File: src/rtl/toggle_handshake_rx.sv
// -----------------------------------------------------------------------------
// toggle_handshake_rx
// Receive side of a toggle-flag handshake. The sender flips req_tgl once per
// transfer and holds req_data until it sees ack_tgl flip. This block brings
// req_tgl into the clk domain, turns each observed flip into one valid/ready
// event carrying req_data, and flips ack_tgl when the consumer takes it.
//
// Optional feature: define TOGGLE_HANDSHAKE_RX_ERR_EN to enable the sticky
// protocol error flag (sender flipped again while an event was still pending).
// Without it err is tied to 0.
//
// Parameters:
//   SYNC_STAGES  synchroniser depth on req_tgl (legal 2..4)
//   DATA_W       data word width
//   CNT_W        saturating consumed-event counter width
// Ports:
//   clk, rst_n   receive clock, async active-low reset
//   req_tgl      request toggle from sender (asynchronous to clk)
//   req_data     sender data, stable from req_tgl flip until ack_tgl flip
//   ack_tgl      acknowledge toggle back to sender (registered)
//   evt_valid    event pending for local consumer
//   evt_data     captured data, held while evt_valid
//   evt_ready    consumer accepts event
//   evt_cnt      number of consumed events, saturating
//   busy         same as evt_valid
//   err          sticky protocol error
// -----------------------------------------------------------------------------
module toggle_handshake_rx #(
   parameter int SYNC_STAGES = 2,
   parameter int DATA_W      = 8,
   parameter int CNT_W       = 8
) (
   input  logic              clk,
   input  logic              rst_n,
   input  logic              req_tgl,
   input  logic [DATA_W-1:0] req_data,
   output logic              ack_tgl,
   output logic              evt_valid,
   output logic [DATA_W-1:0] evt_data,
   input  logic              evt_ready,
   output logic [CNT_W-1:0]  evt_cnt,
   output logic              busy,
   output logic              err
);

   typedef enum logic {S_IDLE = 1'b0, S_PEND = 1'b1} state_t;

   state_t                 r_state, w_state_nxt;
   logic [SYNC_STAGES-1:0] r_sync;
   logic                   r_req_seen;
   logic                   r_ack;
   logic [DATA_W-1:0]      r_data;
   logic [CNT_W-1:0]       r_cnt;
   logic                   w_req_s;
   logic                   w_capture;
   logic                   w_consume;

   // Only the last synchroniser stage is looked at by any logic.
   assign w_req_s = r_sync[SYNC_STAGES-1];

   always_ff @(posedge clk or negedge rst_n) begin
      if (!rst_n) r_sync <= '0;
      else        r_sync <= {r_sync[SYNC_STAGES-2:0], req_tgl};
   end

   always_ff @(posedge clk or negedge rst_n) begin
      if (!rst_n) r_state <= S_IDLE;
      else        r_state <= w_state_nxt;
   end

   // Capture only from IDLE and consume only from PEND, so the two can never
   // coincide on one edge.
   always_comb begin
      w_state_nxt = r_state;
      w_capture   = 1'b0;
      w_consume   = 1'b0;
      case (r_state)
         S_IDLE: if (w_req_s != r_req_seen) begin
            w_capture   = 1'b1;
            w_state_nxt = S_PEND;
         end
         S_PEND: if (evt_ready) begin
            w_consume   = 1'b1;
            w_state_nxt = S_IDLE;
         end
         default: w_state_nxt = S_IDLE;
      endcase
   end

   // req_data is sampled directly: the sender holds it stable from its flip
   // until our ack flip, and the flip is seen here only after synchronising.
   always_ff @(posedge clk or negedge rst_n) begin
      if (!rst_n) begin
         r_req_seen <= 1'b0;
         r_data     <= '0;
      end else if (w_capture) begin
         r_req_seen <= w_req_s;
         r_data     <= req_data;
      end
   end

   always_ff @(posedge clk or negedge rst_n) begin
      if (!rst_n) begin
         r_ack <= 1'b0;
         r_cnt <= '0;
      end else if (w_consume) begin
         r_ack <= ~r_ack;
         if (r_cnt != {CNT_W{1'b1}}) r_cnt <= r_cnt + CNT_W'(1);
      end
   end

`ifdef TOGGLE_HANDSHAKE_RX_ERR_EN
   // A second flip while pending is flagged but not dropped: req_seen still
   // differs after consumption, so it is captured again from IDLE.
   logic r_err;
   always_ff @(posedge clk or negedge rst_n) begin
      if (!rst_n)                                        r_err <= 1'b0;
      else if (r_state == S_PEND && w_req_s != r_req_seen) r_err <= 1'b1;
   end
   assign err = r_err;
`else
   assign err = 1'b0;
`endif

   assign ack_tgl   = r_ack;
   assign evt_valid = (r_state == S_PEND);
   assign busy      = evt_valid;
   assign evt_data  = r_data;
   assign evt_cnt   = r_cnt;

endmodule
File: config.mk
export PLATFORM = sky130hd
export DESIGN_NAME = toggle_handshake_rx
export DESIGN_NICKNAME = d
export VERILOG_FILES = /design/src/rtl/toggle_handshake_rx.sv
export SDC_FILE = /design/constraint.sdc
export NUM_CORES = 1
export LEC_CHECK = 0
export BUFFER_PORTS_ARGS = -buffer_cell sky130_fd_sc_hd__buf_2
export CORE_UTILIZATION = 49
export CTS_BUF_LIST = sky130_fd_sc_hd__clkbuf_4 sky130_fd_sc_hd__clkbuf_8
export DETAILED_ROUTE_END_ITERATION = 8
export PLACE_DENSITY = 0.81
export SLEW_MARGIN = 10
export SYNTH_ARGS = -nofsm -noshare
export SYNTH_HDL_FRONTEND = slang
export SYNTH_SLANG_ARGS = --single-unit
File: constraint.sdc
create_clock -name clk -period 1.55 [get_ports clk]
set_input_delay 0.0775 -clock clk [delete_from_list [all_inputs] [get_ports clk]]
set_output_delay 0.0775 -clock clk [all_outputs]
set_load 0.1 [all_outputs]
# [After elaboration in Yosys (flattened, before gate mapping)]
# Index checks and enable logic that the tools add are counted.
[word_totals] ff_bits=21 in_bits=12 wordCells=18
[op_classes] add_sub_neg=1 eq_ne=2 mux=6 bitwise_logic=2 n_reduce_logical=1
[op_table] operator="adder 8 x 1 -> 8 bit, second input constant" count=1
[op_table] operator="inequality test 8 bit, second input constant" count=1
[op_table] operator="two-way mux 1 bit" count=5
[op_table] operator="inverter 1 bit" count=2
[op_table] operator="one-hot mux 1 bit (2 select lines)" count=1
[op_table] operator="AND reduction 2 bit" count=1
[op_table] operator="inequality test 1 bit" count=1

# [Depth between registers and ports, before layout]
[depth] word_depth=3 ltp_mapped=5 depth_no_buf=5

# [Worst setup path after synthesis]
# No wires, ideal clock.
[synth_timing] path_type="reg-to-reg" startpoint="reg r_cnt[4] (netlist: evt_cnt[4])" endpoint="reg r_cnt[1] (netlist: evt_cnt[1])" setup_ns=0.128 arrival_ns=1.949 required_ns=1.422 path_slack_ns=-0.527 path_stages_with_launch=5 period_less_slack_ns=2.077 path_cell_list="dfrtp_1 and3_4 nand3_4 o21bai_2 mux2_1"
[synth_via] elab_chain_cells=2
[synth_lines] element="start: declaration" line_no="53" rtl="logic [CNT_W-1:0] r_cnt;"
[synth_lines] element="start signal: assignment" line_no="108" rtl="if (r_cnt != {CNT_W{1'b1}}) r_cnt <= r_cnt + CNT_W'(1);"
[synth_lines] element="inequality test 8 bit" line_no="108"
[synth_lines] element="AND reduction 2 bit (no line)"
# No other way between the ends.
# A chain may end at the register's enable or synchronous reset.

# [Worst setup path in the final report]
[layout_timing] startpoint="reg r_cnt[0] (netlist: evt_cnt[0])" endpoint="reg r_cnt[1] (netlist: evt_cnt[1])"
[layout_via] elab_chain_cells=2
[layout_lines] element="parallel branches: the longest is 2 deep, another holds adder 8 x 1 -> 8 bit"
# Several ways; the timed one is not identified.

==> run metrics <==
status=finished with violations; failing checks=DRC; most frequent cells in the layout=buf_2, dfrtp_1, mux2_1, dlygate4sd3_1, dfrtp_4; Starting Density=55.0%; Yosys cell types=21; most common cell after layout, fill and taps aside=buf_2; final RePlAce weighted congestion=0.803; port bufs=30; vias in the first global route=539; Synthesized Nets=76; cts bufs inserted=3; dpl cells=108; met2 routed WL=739 um; All-Layer GR Usage=17.3%; drt total wl=1500 um; clock root cell=clkbuf_4; Crit path max-delay family=flip-flops; Slew Viols, Final=0; layout cells sized above 1=47.6%; Setup Buffers After CTS=0; crit share post-route=93.8%; post-synthesis register bit count=21; CTS tree=done; Max H-tree Level=1; n_diodes=0; Fmax=0.687 GHz; Worst Setup Start Kind=flop; global-route wire length before repair=2350 um; fillers=109; Final HPWL DP=1080 um; largest net degree at the start of global routing=22; Remaining DRCs=1; r2r endpoint=evt_cnt[1]$_DFFE_PN0P_; wire length per cell=12.4 um; crit path max-delay cell type=dfrtp_4; Req. time, crit path=1740 ps; Hold Crit Class=in2reg; yosys warns=0; hold path cells=2; cell area after synthesis=867 sq um; final setup violation count=0; Syn Inst Count=63; clock buffer depth=2; max cap viols=0; FP Rows=14; core area=1580 sq um; worst-path fanout max=5; metal3 WL=66 um; CTS Sinks=21; RSZ-0062 raised after global routing=false; WHS Endpoint=evt_data[7]$_DFFE_PN0P_; I/O pin total=32; die height=44.1 um; Hold Vio Cnt, Final=0; critical path buffer and inverter count=0; total iterations of the first detailed-routing run=7; R2R cell count=4; DR vias/cell=5.05; Setup Skew=4.08 ps; Finished Layout Cells=121; Critical Path Start=evt_cnt[0]$_DFFE_PN0P_; synthesized area per cell=13.8 sq um; Seq/Total Area, Yosys=60.6%; Tmin final=1450 ps; Metal-1 WL=682 um; total grt overflow=0; hold wc startpoint=req_data[7]; Register Area=552 sq um; critical path type=reg2reg; multi-input gate area in the final layout=325 sq um; worst endpoint data arrival time=1640 ps; CTS clk-pin slew, worst paths=110 ps; Antenna Nets Post-Route=0; reg2reg start=evt_cnt[0]$_DFFE_PN0P_; die width=44.1 um; Reg2Reg Setup Slack=100 ps; via count=611; Die ar.=1940 sq um; crit-path cells=ha_1 > nand2_1 > o21bai_4 > mux2_1; initial antenna violation count=0; synthesis-to-finish area growth=36.5%; Critical Path Sink Type=flop; highest layer used for signal routing=met4; nets=119; CP max stage delay=510 ps; Skew-Pair Late Insertion Delay=290 ps; drt initial violations=10
==> cells in the mapped netlist <==
cell       instances  share of area [%]
nand2_1            2               0.87
o2111ai_1          1                1.0
conb_1             1               0.43
a31oi_1            4                2.9
o21ai_1            1               0.58
mux2_1             9                 12
and3_4             1                1.3
buf_4              3                2.6
mux2_2             1                1.3
inv_1              1               0.43
o21bai_2           1                1.3
o21a_1             1               0.87
xnor2_1            5                5.1
xor2_1             1                1.0
nor2b_1            2                1.4
dfrtp_1           21                 61
a21oi_1            2                1.2
nand3_1            2                1.2
nand3_4            1                2.0
nor2_1             2               0.87
ha_1               1                1.4
==> repair_timing <==
item | 4_1_cts | 5_1_grt
setup endpoints to repair | 0 | 1
hold buffers | 9 | 0
endpoints found under the hold margin | 29 | 0
gates resized for setup | 0 | 1
==> worst max-delay path by stage <==
| stage | end | cells after the start | slack (ps) |
|---|---|---|---|
| floorplan | evt_cnt[1]$_DFFE_PN0P_ | 4 | -60 |
| global placement | evt_cnt[1]$_DFFE_PN0P_ | 4 | 170 |
| detailed placement | evt_cnt[1]$_DFFE_PN0P_ | 4 | 120 |
| CTS | evt_cnt[1]$_DFFE_PN0P_ | 4 | 100 |
| global route | evt_cnt[1]$_DFFE_PN0P_ | 4 | 20 |
| finish | evt_cnt[1]$_DFFE_PN0P_ | 4 | 100 |
==> through the flow <==
stage / instance area, sq um / worst slack [ps] / TNS, ps / util, % / hold WS, ps
global route: 1180 / 23.7 / 0 / 75.1 / 1.96
global placement: 1060 / 169 / 0 / 67.5 / 49.3
finish: 1180 / 95.4 / 0 / 75.1 / 11.2
detailed placement: 1060 / 119 / 0 / 67.5 / 54.5
floorplan: 901 / -56.7 / -78.6 / - / -218
CTS: 1180 / 102 / 0 / 74.9 / 8.34
==> worst reg2reg max path: cells and delay by family, from the launching register on <==
kind / cells / cell delay, ps
AO/OA/AOI/OAI: 1 / 110
adder cells (fa/ha/maj): 1 / 220
flip-flops: 1 / 510
multiplexers: 1 / 310
AND/OR/NAND/NOR: 1 / 200
==> final cells by class <==
type                    count  share of cell area, %
well taps                  16                   1.69
clock buffers               3                   1.90
flip-flops and latches     21                   46.6
repair buffers             41                   21.6
multi-input cells          38                   27.5
clock inverters             1                  0.423
inverters                   1                  0.317
==> cells by family (layout without fill, tap and decap cells) <==
kind of cell	count (synthesis)	after routing	synth area share [%]
buffers and inverters	4	46	3.03
AOI/OAI and AO/OA	10	10	7.79
other	1	1	0.432
and+or+nand+nor	10	10	7.65
muxes	10	10	13.0
DFF	21	21	60.6
adders and majority gates	1	1	1.44
xor gates and xnor gates	6	6	6.06
==> per-layer routing <==
layer	up-vias	track usage (%)
met2	19	28.2
met5	-	0
met1	285	21.7
met4	0	9.09
li1	305	-
met3	2	3.67
==> flip-flops by register name, indices dropped and copies added (netlist names) <==
name and cells:
evt_cnt 8, evt_data 8, r_sync 2, ack_tgl 1, busy 1, r_req_seen 1
Power is left out: the tool's default activity adds up to more than one toggle a clock period on the data nets, which glitch-free logic cannot reach.
